===== config.mk =====
export PLATFORM = sky130hd
export DESIGN_NAME = pri_enc_iter
export DESIGN_NICKNAME = d
export VERILOG_FILES = /design/src/rtl/pri_enc_iter.sv
export SDC_FILE = /design/constraint.sdc
export NUM_CORES = 1
export LEC_CHECK = 0
export BUFFER_PORTS_ARGS = -buffer_cell sky130_fd_sc_hd__buf_2
export CAP_MARGIN = 20
export CORE_ASPECT_RATIO = 0.8
export CORE_UTILIZATION = 56
export CTS_BUF_LIST = sky130_fd_sc_hd__clkbuf_8
export DETAILED_ROUTE_END_ITERATION = 6
export PLACE_DENSITY = 0.81
export SLEW_MARGIN = 20
export SYNTH_ARGS = -nofsm -noshare
export SYNTH_HDL_FRONTEND = slang
export SYNTH_SLANG_ARGS = --single-unit

===== constraint.sdc =====
create_clock -name clk -period 4.29 [get_ports clk]
set_input_delay 0.429 -clock clk [delete_from_list [all_inputs] [get_ports clk]]
set_output_delay 0.429 -clock clk [all_outputs]
set_load 0.01 [all_outputs]

===== src/rtl/pri_enc_iter.sv =====
// Iterative priority encoder: emits the index of every active bit of a vector, one beat each.
// Latency: first beat one cycle after acceptance, then one beat per cycle while out_ready is high.
// Backpressure: beats hold stable while out_ready is low; in_ready is high only between vectors.

`ifndef High
`define High 1'b1
`endif
`ifndef Low
`define Low 1'b0
`endif

module pri_enc_iter #(
    parameter int  IN        = 32,
    parameter bit  ACT       = `High,
    parameter bit  MSB_FIRST = 1'b0,
    localparam int OUT       = $clog2(IN)
) (
    input  logic           clk,
    input  logic           reset,
    input  logic           flush,
    input  logic           in_valid,
    output logic           in_ready,
    input  logic [IN-1:0]  in_vec,
    output logic           out_valid,
    input  logic           out_ready,
    output logic [OUT-1:0] out_idx,
    output logic           out_last,
    output logic           out_none
);

    typedef enum logic {
        IDLE = 1'b0,
        SCAN = 1'b1
    } state_t;

    state_t          state_q, state_d;
    logic [IN-1:0]   pend_q, pend_d;
    logic [IN-1:0]   norm_vec;
    logic [IN-1:0]   sel_onehot;
    logic [OUT-1:0]  sel_idx;
    logic            pend_zero;
    logic            pend_single;

    assign norm_vec    = ACT ? in_vec : ~in_vec;
    assign pend_zero   = (pend_q == '0);
    // Clearing the lowest set bit leaves zero iff at most one bit was set.
    assign pend_single = ((pend_q & (pend_q - IN'(1))) == '0);

    // Later loop iterations override earlier ones, so the scan runs toward the winning end.
    always_comb begin
        sel_idx    = '0;
        sel_onehot = '0;
        if (MSB_FIRST) begin
            for (int i = 0; i < IN; i++) begin
                if (pend_q[i]) begin
                    sel_idx       = OUT'(i);
                    sel_onehot    = '0;
                    sel_onehot[i] = 1'b1;
                end
            end
        end else begin
            for (int i = IN - 1; i >= 0; i--) begin
                if (pend_q[i]) begin
                    sel_idx       = OUT'(i);
                    sel_onehot    = '0;
                    sel_onehot[i] = 1'b1;
                end
            end
        end
    end

    always_comb begin
        state_d   = state_q;
        pend_d    = pend_q;
        in_ready  = (state_q == IDLE);
        out_valid = (state_q == SCAN);
        out_idx   = '0;
        out_last  = 1'b0;
        out_none  = 1'b0;

        if (state_q == SCAN) begin
            out_idx  = sel_idx;
            out_last = pend_single;
            out_none = pend_zero;
        end

        if (flush) begin
            state_d = IDLE;
            pend_d  = '0;
        end else if (state_q == IDLE) begin
            if (in_valid) begin
                pend_d  = norm_vec;
                state_d = SCAN;
            end
        end else if (out_ready) begin
            pend_d = pend_q & ~sel_onehot;
            if (pend_single) begin
                state_d = IDLE;
            end
        end
    end

    always_ff @(posedge clk or posedge reset) begin
        if (reset) begin
            state_q <= IDLE;
            pend_q  <= '0;
        end else begin
            state_q <= state_d;
            pend_q  <= pend_d;
        end
    end

endmodule


; ---- After elaboration in Yosys (flattened, before gate mapping)
; Index checks and enable logic that the tools add are counted.
[op_classes]
n_addsub = 1
eq_ne = 1
n_mux = 76
bitwise = 4
n_reduce_logical = 4
[ops]
columns = operator, n
row1 = $mux 32, 36
row2 = $mux 5, 33
row3 = $and 32x32->32, 2
row4 = $logic_not 32->1, 2
row5 = $not 32->32, 1
row6 = $sub 32x1->32 const B, 1
row7 = $mux 1, 7
row8 = $ne 3x3->1 const B, 1
row9 = $reduce_bool 3->1, 1
row10 = $reduce_and 2->1, 1
row11 = $not 1->1, 1
[totals]
register_bits = 33
inputBits = 37
out_inout_bits = 9

; ---- Logic depth before layout (Yosys ltp)
; Gate-level depths: netlist of run 1.
[logic_depth]
ltp_word = 37
mapped_depth = 9
ltp_nobuf = 7

; ---- Least setup slack after synthesis of run 1
; Ideal clock, no wire load.
[synth_timing]
path_kind = register -> output
start = register pend_q[19]
end = output port out_last
arrival_ns = 2.061
required_time_ns = 3.861
setup_slack_ns = 1.800
stages_incl_launch_ff = 7
path_buffers = 0
cell_sequence = dfrtp_1 -> or4_4 -> or3_4 -> o31ai_4 -> o221ai_2 -> nor4_2 -> o211a_1
[synth_between]
elab_chain_len = 4
[synth_rtl]
columns = element, line_no
row1 = from (decl), 37  ; logic [IN-1:0] pend_q, pend_d;
row2 = from (signal assigned), 109  ; pend_q <= pend_d;
row3 = $sub 32x1->32, 47  ; assign pend_single = ((pend_q & (pend_q - IN'(1))) == '0);
row4 = $and 32x32->32 *, 47
row5 = $logic_not 32->1 *, 47
row6 = $mux 1 *, 81  ; if (state_q == SCAN) begin
row7 = to (decl), 27  ; output logic out_last,
; Mark *: on every way between the ends. The rest lies on a longest branch, timed or not.

; ---- Worst setup path in the final report of run 1
[layout_timing]
start = register pend_q[1]
end = output port out_last
; Same word-level chain as after synthesis.

==> metrics.md, run 1 <==
| Metric | Value |
|---|---|
| Status | `finished clean` |
| Cell Chain, Critical Path | `nor4_4 > nand4_1 > o41ai_1 > o211ai_1 > nor4_2 > o211a_1 > buf_2` |
| Die ar. | `4590 um2` |
| Root buffer cell | `clkbuf_8` |
| Via Count | `2,487` |
| Pin count of the biggest net entering global routing | `34` |
| Core Box Area | `3950 um2` |
| Total Nets Final | `366` |
| # setup viols final | `0` |
| Htree depth | `2` |
| Post-synthesis register bit count | `33` |
| Syn nets | `336` |
| PortBufs | `45` |
| Min-Delay Path Class | `input port to async pin` |
| Starting density of the core | `61.2%` |
| Unrepaired setup endpoints after global routing | `no` |
| DRC | `0` |
| Row cnt | `20` |
| Worst VDD drop | `206 uV` |
| Sequential share of the synthesized area | `34.1%` |
| Initial DRC count | `253` |
| GPL Wtd Cong | `0.931` |
| Yosys cell types | `54` |
| Tmin final | `3.61 ns` |
| Post-DP HPWL | `4.87 mm` |
| Ranking of synthesized cells by area | `dfrtp_1 34%, a22o_1 9.8%, o21ai_0 8.1%` |
| WL per Instance | `17.9 um` |
| Critical path class | `flip-flop to output port` |
| Post-CTS setup buffer count | `0` |
| Synth-to-Final Area Change | `12.5%` |
| Gr ovfl total | `0` |
| Slowest CP cell | `nor4_4` |
| Critical path data arrival time | `3.18 ns` |
| Hold Vio Cnt, Final | `0` |
| Maximum root-to-sink buffer count | `2` |
| Initial antenna violation count | `0` |
| Die height | `60.8 um` |
| Total GRT Usage | `32.2%` |
| Leak | `1.24 nW` |
| CTS Sinks | `33` |
| Routed WL | `6.88 mm` |
| Synth warn | `0` |
| First-pass GRT wire length | `10.8 mm` |
| Top FF cell, synth | `dfrtp_1` |
| Vias in the first global route | `2,218` |
| Critical path buffers and inverters | `1` |
| Cells after Synth | `299` |
| Latest clock arrival within the worst-skew pair | `0.28 ns` |
| Max-slew violations | `0` |
| Slowest stage delay, CP | `0.67 ns` |
| Syn_area_per_cell | `8.09 um2` |
| Post-CTS resize count | `0` |
| Crit Path Max Fanout | `13` |
| Post-cts hold buffer count | `0` |
| Post-synth EDFFs | `0` |
| Yosys top cell by area | `dfrtp_1` |
| Count leader, synth | `o21ai_0` |
| Worst relative slew slack | `38.9%` |
| PwrDens | `349 nW/um2` |
| Total CTS buffers | `5` |
| Skew final | `0.00322 ns` |
| Critical Path Sink Type | `output port` |
| Share of the synthesized area in the top cell type | `34.1%` |
| Mapped cell area | `2420 um2` |
| Share of cells above drive strength 1 | `22.5%` |
| Fin crit share | `84.1%` |
| Number of inserted diodes | `0` |
| Crit-path leading delay family | `simple AND/OR/NAND/NOR gates` |
| Max cap viols | `0` |
| Die Width | `75.5 um` |
| Vias per cell | `6.48` |
| Crit path launch type | `flip-flop` |
| Post-synth top cells | `39 x o21ai_0, 34 x nor2_1, 33 x dfrtp_1, 27 x a22o_1, 23 x nor3_1` |
| Worst hold slack | `0.224 ns` |
| Async set-reset flop share out of synthesis | `100%` |
| Sum Neg Setup Slack | `0 ns` |
| I/O pin count | `46` |
| Crit path required time | `3.86 ns` |
| Final ANT Viol Nets | `0` |
| CTS clock-pin slew for the worst setup and hold paths | `0.07 ns` |
| Actual slew at the worst max-slew pin | `0.914 ns` |
| TritonCTS clock tree | `yes` |
| First-pass iteration count of the detailed router | `4` |
| Fmax | `277 MHz` |
-- cell families (layout without fill, tap and decap cells) --
family	after synthesis	after routing	synth area share (%)
AO/OA/AOI/OAI	112	112	32.7
adder cells (fa/ha/maj)	1	1	0.414
buffers and inverters	40	70	6.51
flip-flops	33	33	34.1
multiplexers	1	1	0.465
AND/OR/NAND/NOR	112	112	25.8
-- worst reg2reg max path: cells and delay by family (launching register included) --
kind,cells,cell delay [ns]
AND/OR/NAND/NOR,3,1.42
AO/OA/AOI/OAI,4,0.95
flip-flops,1,0.48
-- layout by cell type (no fill, tap or decap), types with 3 or more instances in the layout --
| cell type | n |
|---|---|
| buf_2 | 45 |
| o21ai_0 | 39 |
| nor2_1 | 34 |
| dfrtp_1 | 33 |
| a22o_1 | 27 |
| nor3_1 | 22 |
| nand2_1 | 20 |
| inv_1 | 16 |
| a21oi_1 | 13 |
| nor4_1 | 6 |
| clkbuf_8 | 6 |
| nand4_1 | 4 |
| a211oi_1 | 4 |
| nor4_2 | 3 |
| or2_2 | 3 |
-- final cells by class --
class / instances / area [um2]
Clock inverter: 1 / 3.75
Sequential cell: 33 / 826
Multi-Input combinational cell: 226 / 1440
Inverter: 16 / 60.1
Fill cell: 359 / 1230
Timing Repair Buffer: 47 / 240
Tap cell: 55 / 68.8
Clock buffer: 6 / 82.6
-- metrics by stage --
| stage | power, mW | worst slack (ns) | instances | cell area [um2] | util [%] |
|---|---|---|---|---|---|
| 2_1_floorplan | 0.624 | 1.80 | 299 | 2420 | - |
| 3_3_place_gp | 0.709 | 1.12 | 377 | 2640 | 66.7 |
| 3_5_place_dp | 0.708 | 1.05 | 377 | 2640 | 66.7 |
| 4_1_cts | 0.944 | 0.709 | 384 | 2720 | 68.9 |
| 5_1_grt | 0.997 | 0.452 | 384 | 2720 | 68.9 |
| 6_report | 0.951 | 0.682 | 384 | 2720 | 68.9 |
-- routing by layer --
metal / up-vias / routed length [um] / global-route usage, % / share of wire (%)
met4: 0 / 116 / 10.6 / 1.7
met2: 123 / 2870 / 46.0 / 42
met5: - / 0 / 0 / 0
li1: 1185 / - / - / -
met1: 1167 / 3330 / 47.8 / 48
met3: 12 / 559 / 7.31 / 8.1
-- final timing paths --
kind                              end  slack (ns)  cells after the start        from
max in group asynchronous  pend_q[21]        3.75                      3       reset
max reg2reg                 out_valid        1.34                      7   pend_q[1]
min in group clk            pend_q[9]        0.34                      3   in_vec[9]
max                          out_last        0.68                      7   pend_q[1]
min reg2reg                pend_q[12]        0.60                      1  pend_q[12]
min                         out_valid        0.22                      3       reset
-- flip-flops by register name, indices dropped and copies added, names as in the netlist --
signal     count
pend_q        32
out_valid      1
-- where the power goes --
part / total [mW] / switching (mW) / internal (mW)
combinational: 0.308 / 0.178 / 0.130
sequential: 0.404 / 0.0664 / 0.338
clock: 0.239 / 0.114 / 0.125
Note: power is estimated with default switching activity, not from simulation.
==> run 2: changes to the inputs <==
CORE_UTILIZATION = 52   (was 56)
PLACE_DENSITY = 0.79   (was 0.81)
clock period = 3 ns   (was 4.29 ns; I/O delays follow)
==> metrics.md, run 2 (synthesis gave the netlist of run 1 again) <==
| Metric | Value |
|---|---|
| Status | `finished clean` |
| Pin count of the biggest net entering global routing | `31 (-8.8%)` |
| Min-Delay Path Class | `input port to async pin` |
| Sum Neg Setup Slack | `0 ns (unchanged)` |
| Root buffer cell | `clkbuf_8` |
| Max cap viols | `0 (unchanged)` |
| WL per Instance | `18.4 um (+3.0%)` |
| # setup viols final | `0 (unchanged)` |
| Fin crit share | `98.4%` |
| Die height | `63.0 um (+3.7%)` |
| Leak | `1.37 nW (+10%)` |
| Most frequent cells in the layout | `46 x buf_2, 39 x o21ai_0, 34 x nor2_1` |
| Internal power | `0.912 mW (+54%)` |
| TritonCTS clock tree | `yes` |
| PortBufs | `45 (unchanged)` |
| Crit path required time | `2.70 ns (-1.16 ns)` |
| Final ANT Viol Nets | `0 (unchanged)` |
| Initial DRC count | `301 (+19%)` |
| Tmin final | `2.95 ns` |
| Post-DP HPWL | `4.93 mm (+1.2%)` |
| Hold Vio Cnt, Final | `0 (unchanged)` |
| Critical path data arrival time | `2.65 ns (-0.53 ns)` |
| Maximum root-to-sink buffer count | `2 (unchanged)` |
| Crit Path Max Fanout | `5 (-8)` |
| Clock group share of total power | `23.1% (-2.1 points)` |
| Gr ovfl total | `0 (unchanged)` |
| Total CTS buffers | `5 (unchanged)` |
| Skew final | `0.00509 ns (+0.00186 ns)` |
| Commonest non-fill, non-tap cell in the layout | `buf_2` |
| Row cnt | `21 (+5.0%)` |
| PwrDens | `487 nW/um2 (+39%)` |
| Routed WL | `7.62 mm (+11%)` |
| Logic pwr share | `38.0% (+5.6 points)` |
| Crit path launch type | `flip-flop` |
| Htree depth | `2 (unchanged)` |
| Synth-to-Final Area Change | `24.9%` |
| Dpl ws | `0.279 ns (-0.770 ns)` |
| Max-slew violations | `0 (unchanged)` |
| Initial antenna violation count | `0 (unchanged)` |
| Worst VDD drop | `275 uV (+34%)` |
| Reg power frac | `38.9% (-3.6 points)` |
| I/O pin count | `46 (unchanged)` |
| CTS clock-pin slew for the worst setup and hold paths | `0.07 ns (about the same)` |
| Fillcell total | `345 (-3.9%)` |
| Total GRT Usage | `30.1% (-2.1 points)` |
| Die Width | `78.3 um (+3.7%)` |
| Worst relative slew slack | `39.9% (+1.0 points)` |
| Share of cells above drive strength 1 | `33.4% (+11 points)` |
| Starting density of the core | `56.2% (-5.0 points)` |
| Switching part of the total | `38.0% (+0.29 points)` |
| Critical path class | `flip-flop to output port` |
| Net Switching | `0.560 mW (+56%)` |
| Biggest register | `pend_q` |
| Core Box Area | `4310 um2 (+9.0%)` |
| GPL Wtd Cong | `1.05 (+12%)` |
| CTS Sinks | `33 (unchanged)` |
| Die ar. | `4930 um2 (+7.5%)` |
| Vias per cell | `6.70 (+3.4%)` |
| Total Nets Final | `393 (+7.4%)` |
| Fmax | `339 MHz` |
| Placed cell area | `2680 um2 (+1.8%)` |
| Via Count | `2,767 (+11%)` |
| Critical Path Sink Type | `output port` |
| Final Cell Area | `3020 um2 (+11%)` |
| Vias in the first global route | `2,239 (+0.95%)` |
| Setup ws final | `0.0485 ns (-0.634 ns)` |
| First-pass GRT wire length | `11.6 mm (+7.5%)` |
| Actual slew at the worst max-slew pin | `0.899 ns (-0.0149 ns)` |
| Latest clock arrival within the worst-skew pair | `0.28 ns (about the same)` |
| R2R Setup Slk | `0.49 ns (-0.85 ns)` |
| First-pass iteration count of the detailed router | `6 (+2)` |
| Max reg flops | `32 (unchanged)` |
| Number of inserted diodes | `0 (unchanged)` |
| DRC | `0 (unchanged)` |
[run 2: cell count changes in the layout (fill, tap and decap cells not counted), sizes merged]
cell,previous run,this run
buf,47,74
[run 2: timing repair]
item / CTS / global route
endpoints found under the setup margin: 1 / 1
resized for setup: 1 / 23
cloned: 0 / 1
pin swaps: 1 / 9
hold buffers: 0 / 0
buffers inserted: 2 / 18
[run 2: cell type report]
type | count | area, um2 | area share [%]
multi-input cells | 226 | 1520 | 50.3
clock buffers | 6 | 82.6 | 2.73
well taps | 57 | 71.3 | 2.36
repair buffers | 74 | 444 | 14.7
clock inverters | 1 | 3.75 | 0.124
flip-flops and latches | 33 | 841 | 27.8
inverters | 16 | 60.1 | 1.99
[run 2: per-stage QoR]
stage	total power [mW]	util [%]	hold slack [ns]	std cells
after floorplan	0.892	-	0.367	299
after global placement	1.02	62.3	0.406	385
after detailed placement	1.02	62.3	0.432	385
after CTS	1.38	64.8	0.131	394
after global routing	1.55	70.1	0.159	413
final	1.47	70.1	0.0998	413
[run 2: critical path: stages, from the launching register on]
cell	delay (ns)
dfrtp_2	0.43
nor4_4	0.27
buf_4	0.18
nand4_1	0.15
buf_4	0.18
buf_2	0.14
o21ai_0	0.20
o2111ai_1	0.19
nor4_2	0.28
o211a_1	0.21
buf_2	0.13
[run 2: final timing paths]
kind,from,endpoint,cells after the start
max,pend_q[1],out_last,10
min,reset,pend_q[25],2
max reg2reg,pend_q[1],out_valid,11
min reg2reg,pend_q[3],pend_q[3],1
max in group asynchronous,reset,pend_q[9],3
min in group clk,in_vec[26],pend_q[26],3
[run 2: power by group through the flow]
stage	clock, mW	combinational (mW)	sequential [mW]
after global routing	0.367	0.605	0.578
after global placement	0	0.454	0.570
after CTS	0.344	0.468	0.563
after floorplan	0	0.364	0.528
after detailed placement	0	0.454	0.571
final	0.340	0.560	0.573
[run 2: routing by layer]
metal / wire [um] / share of wire (%) / track usage, %
met4: 152 / 2.0 / 7.41
met5: 0 / 0 / 0
met2: 3260 / 43 / 40.9
met1: 3520 / 46 / 48.1
met3: 685 / 9.0 / 5.26
